[src/rtl/fp32_normalizer.sv]
// FP32 adder post-add normalizer: carry renormalize, iterative
// leading-zero removal down to the denormal floor, valid/ready output.
module fp32_normalizer (
    input  logic        clk,
    input  logic        rst_n,
    input  logic        in_valid,
    output logic        in_ready,
    input  logic        in_sign,
    input  logic [7:0]  in_exp,
    input  logic [24:0] in_mant,
    output logic        out_valid,
    input  logic        out_ready,
    output logic        out_sign,
    output logic [7:0]  out_exp,
    output logic [22:0] out_frac,
    output logic [4:0]  out_lz,
    output logic        out_ovf
);

    typedef enum logic [1:0] {
        IDLE  = 2'd0,
        SHIFT = 2'd1,
        DONE  = 2'd2
    } state_t;

    state_t      r_state;
    state_t      w_next;
    logic        r_sign;
    logic [7:0]  r_e;
    logic [23:0] r_mant;
    logic [4:0]  r_lz;

    logic        w_accept;
    logic [7:0]  w_e;
    logic [7:0]  w_e_inc;
    logic        w_needs_shift;
    logic        w_shift_stop;

    // Zero exponent shares the 2^-126 scale of exponent 1
    assign w_e      = (in_exp == 8'd0) ? 8'd1 : in_exp;
    assign w_e_inc  = w_e + 8'd1;
    assign w_accept = in_valid && (r_state == IDLE);

    assign w_needs_shift = (in_exp != 8'hFF)
                        && (in_mant != 25'd0)
                        && !in_mant[24]
                        && !in_mant[23];

    assign w_shift_stop = r_mant[23] || (r_e == 8'd1);

    always_ff @(posedge clk or negedge rst_n) begin
        if (!rst_n) begin
            r_state <= IDLE;
        end else begin
            r_state <= w_next;
        end
    end

    always_comb begin
        w_next = r_state;
        unique case (r_state)
            IDLE: begin
                if (w_accept) begin
                    w_next = w_needs_shift ? SHIFT : DONE;
                end
            end
            SHIFT: begin
                if (w_shift_stop) begin
                    w_next = DONE;
                end
            end
            DONE: begin
                if (out_ready) begin
                    w_next = IDLE;
                end
            end
            default: w_next = IDLE;
        endcase
    end

    always_comb begin
        in_ready  = (r_state == IDLE);
        out_valid = (r_state == DONE);
    end

    always_ff @(posedge clk or negedge rst_n) begin
        if (!rst_n) begin
            r_sign   <= 1'b0;
            r_e      <= 8'd0;
            r_mant   <= 24'd0;
            r_lz     <= 5'd0;
            out_sign <= 1'b0;
            out_exp  <= 8'd0;
            out_frac <= 23'd0;
            out_lz   <= 5'd0;
            out_ovf  <= 1'b0;
        end else if (w_accept) begin
            r_sign <= in_sign;
            r_e    <= w_e;
            r_mant <= in_mant[23:0];
            r_lz   <= 5'd0;
            if (!w_needs_shift) begin
                out_sign <= in_sign;
                out_lz   <= 5'd0;
                out_ovf  <= 1'b0;
            end
            if (in_exp == 8'hFF) begin
                out_exp  <= 8'hFF;
                out_frac <= in_mant[22:0];
            end else if (in_mant == 25'd0) begin
                out_exp  <= 8'd0;
                out_frac <= 23'd0;
            end else if (in_mant[24]) begin
                out_exp <= w_e_inc;
                if (w_e_inc == 8'hFF) begin
                    out_frac <= 23'd0;
                    out_ovf  <= 1'b1;
                end else begin
                    out_frac <= in_mant[23:1];
                end
            end else if (in_mant[23]) begin
                out_exp  <= w_e;
                out_frac <= in_mant[22:0];
            end
        end else if (r_state == SHIFT) begin
            if (w_shift_stop) begin
                out_sign <= r_sign;
                out_exp  <= r_mant[23] ? r_e : 8'd0;
                out_frac <= r_mant[22:0];
                out_lz   <= r_lz;
                out_ovf  <= 1'b0;
            end else begin
                r_mant <= {r_mant[22:0], 1'b0};
                r_e    <= r_e - 8'd1;
                r_lz   <= r_lz + 5'd1;
            end
        end
    end

endmodule

[config.mk]
export PLATFORM = sky130hd
export DESIGN_NAME = fp32_normalizer
export DESIGN_NICKNAME = d
export VERILOG_FILES = /design/src/rtl/fp32_normalizer.sv
export SDC_FILE = /design/constraint.sdc
export NUM_CORES = 1
export LEC_CHECK = 0
export CORE_ASPECT_RATIO = 0.7
export CORE_MARGIN = 2
export CORE_UTILIZATION = 50
export DETAILED_ROUTE_END_ITERATION = 12
export GPL_ROUTABILITY_DRIVEN = 0
export PLACE_DENSITY = 0.81
export SYNTH_ARGS = -nofsm -noshare
export SYNTH_HDL_FRONTEND = slang
export SYNTH_SLANG_ARGS = --single-unit
[constraint.sdc]
create_clock -name clk -period 2.7 [get_ports clk]
set_clock_uncertainty 0.1 [all_clocks]
set_input_delay 0.675 -clock clk [delete_from_list [all_inputs] [get_ports clk]]
set_output_delay 0.675 -clock clk [all_outputs]
set_load 0.02 [all_outputs]
==> summary.md <==
| Metric | Value |
|---|---|
| Status | `completed` |
| EDFF count, synth | `0` |
| DR iter-0 viols | `~320` |
| Post-CTS Hold Buffers | `0` |
| DIE HEIGHT | `~83 um` |
| Dominant cell type by area after synthesis | `dfrtp_1` |
| Post-layout min period | `~2.6 ns` |
| Antenna diodes | `0` |
| Placed Cells | `around 650` |
| DR DRC count | `0` |
| Area Growth Syn to Fin | `36.8%` |
| RSZ-0062 raised after global routing | `no` |
| # IOs | `78` |
| Final hold vios | `0` |
| Layout Cells excl Fill | `670` |
| Util after Layout | `0.707` |
| Tcrit/Tclk final | `0.945` |
| Final Max Slew Viols | `0` |
| Worst slew pin tran | `~0.49 ns` |
| Ratio of cells with drive above 1 in the final layout | `0.207` |
| Post-synthesis sequential area ratio | `0.443` |
| Layout net count | `a little under 600` |
| Row count | `28` |
| Most area-consuming cells after synthesis | `dfrtp_1 (44%), mux2i_1 (10%), o21ai_0 (4.5%)` |
| Post-DR wirelength/cell | `between 15 and 20 um` |
| Pin count of the biggest net entering global routing | `60` |
| Crit path capture type | `flip-flop` |
| Starting Density | `0.517` |
| Clock root buffer | `clkbuf_16` |
| Worst setup SP type | `input pin` |
| Total CTS buffers | `9` |
| Top FF cell, synth | `dfrtp_1` |
| Crit Path Max Fanout | `8` |
| Yosys top cell area share | `0.443` |
| Avg Cell Area, Syn | `10.2 sq um` |
| Worst-Skew Late Latency | `0.35 ns` |
| Async set or reset register ratio after synthesis | `1.00` |
| Global-route wire length before repair | `~20000 um` |
| Type of the worst setup path | `input pin to flip-flop` |
| Clk sinks | `78` |
| Mapped cell area | `4400 sq um` |
| Aggregate global-route resource usage | `0.274` |
| Commonest cells post-synth | `dfrtp_1 (78), mux2i_1 (45), nand2_1 (44), o21ai_0 (40), o31ai_1 (24)` |
| Max rail drop VDD | `0.561 mV` |
| Drt pass-1 iters | `4` |
| Setup Viol. Count Final | `0` |
| CTS Buffer Depth | `2` |
| Most common cell in the netlist | `dfrtp_1` |
| Yosys warning total | `0` |
| Total grt overflow | `0` |
| Vias | `roughly 4000` |
| MaxCap Viol Count | `0` |
| Vias in the first global route | `approximately 4000` |
| LEAKAGE | `roughly 2.5 nW` |
| Yosys reg bits | `78` |
| Count of different cell masters after synthesis | `just over 50` |
| Hold/Removal Path Class | `input pin to asynchronous set/reset pin` |
| Max-slew headroom | `0.671` |
| Syn_nets | `roughly 470` |
| Syn Inst Count | `430` |
| DP HPWL | `approximately 8600 um` |
| Die area | `about 9600 sq um` |
| Post-Route WL | `approximately 12000 um` |
| H-tree depth | `3` |
| R2R Setup Slk | `0.39 ns` |
| Worst EP arrival | `~2.7 ns` |
| Via density | `just under 6` |
| Die width | `~120 um` |
| CTS tree | `built` |
| Remaining antenna violation count after routing | `0` |
| Fmax | `between 300 and 400 MHz` |
| IO buf count | `slightly below 80` |
| CORE AREA | `approximately 8500 sq um` |
| Power Density | `between 1000 and 1500 nW/um^2` |
| Antenna violations before repair | `0` |
| Worst EP required | `between 2 and 3 ns` |
| CTS clk-pin slew, worst paths | `about 0.07 ns` |
## final timing paths
kind | startpoint | endpoint | cells past startpoint
hold reg to reg | out_frac[6] | out_frac[6] | 1
max in group asynchronous | rst_n | r_mant[7] | 2
min in group clk | out_frac[6] | out_frac[6] | 1
setup reg to reg | r_e[1] | out_frac[4] | 8
hold / removal | rst_n | r_lz[3] | 1
setup / recovery | in_mant[6] | out_frac[4] | 7
## what timing repair did
action,CTS,global route
hold endpoints to repair,0,0
endpoints found under the setup margin,5,38
gates resized for setup,1,5
pin swaps,0,1
buffers inserted,0,0
## routing by layer
| layer | part of all wire | GRT usage | up-vias |
|---|---|---|---|
| met3 | 0.083 | 0.0788 | 12 |
| met2 | 0.45 | 0.412 | 195 |
| met1 | 0.46 | 0.397 | 1947 |
| li1 | - | - | 1841 |
| met5 | 0 | 0 | - |
| met4 | 0.0091 | 0.0536 | 0 |
## state kept, by name, summed over array words and instances (netlist names)
name,flops
r_sign,1
r_lz,5
r_mant,24
r_state,2
out_sign,1
out_ovf,1
out_exp,8
r_e,8
out_lz,5
out_frac,23
## through the flow
stage	area [sq um]	power, mW	TNS (ns)	worst slack [ns]	hold slack [ns]
floorplan	4400	3.69	0	0.263	0.279
global placement	5670	4.73	-9.80	-0.354	0.350
detailed placement	5670	4.83	-10.11	-0.381	0.372
CTS	6000	6.22	0	0.0811	0.103
global route	6020	6.58	0	0.0239	0.115
finish	6020	6.23	0	0.148	0.101
## cell usage in the layout, fill, tap and decap left out, types with 3 or more instances in the layout
| master | synthesis | final |
|---|---|---|
| dfrtp_1 | 78 | 78 |
| clkdlybuf4s50_1 | 0 | 75 |
| buf_4 | 1 | 55 |
| mux2i_1 | 45 | 45 |
| nand2_1 | 44 | 44 |
| o21ai_0 | 40 | 40 |
| o31ai_1 | 24 | 24 |
| a22oi_1 | 22 | 22 |
| mux2_2 | 17 | 17 |
| nor2_1 | 16 | 15 |
| a21oi_1 | 12 | 12 |
| mux2_1 | 10 | 10 |
| clkbuf_16 | 0 | 9 |
| nand3_1 | 7 | 7 |
| nand4_1 | 6 | 6 |
| xnor2_1 | 6 | 6 |
| inv_1 | 5 | 5 |
| a31o_2 | 5 | 5 |
| a22o_1 | 5 | 5 |
| nor4_1 | 6 | 4 |
| nand2b_1 | 4 | 4 |
| a32o_1 | 4 | 4 |
| buf_12 | 0 | 4 |
| nor3_1 | 3 | 3 |
| a21boi_0 | 3 | 3 |
| xor2_1 | 3 | 3 |
| ha_1 | 3 | 3 |
## report_power, final
group | total (mW) | internal [mW] | switching (mW) | leakage, nW
combinational | 2.78 | 1.39 | 1.39 | 1.36
clock | 1.36 | 0.822 | 0.534 | 0.155
sequential | 2.09 | 1.67 | 0.416 | 0.973
## cells by family after synthesis
group	synth area share
AOI/OAI and AO/OA	0.206
xor gates and xnor gates	0.0179
buffers and inverters	0.0401
and+or+nand+nor	0.113
adders and majority gates	0.00853
muxes	0.171
DFF	0.443
## final cells by class
class	instances	area, sq um
Clock inverter	7	104
Clock buffer	9	225
Sequential cell	78	1950
Fill cell	627	2490
Inverter	5	18.8
Timing Repair Buffer	136	1260
Multi-Input combinational cell	315	2310
Tap cell	120	150
## worst max-delay path, cell delays in order
cell and delay, ns:
clkdlybuf4s50_1 0.52, nor4_2 0.32, nand4_1 0.20, o21ai_2 0.21
o22a_2 0.22, buf_4 0.19, mux2_2 0.35
(Power assumes the default switching activity.)
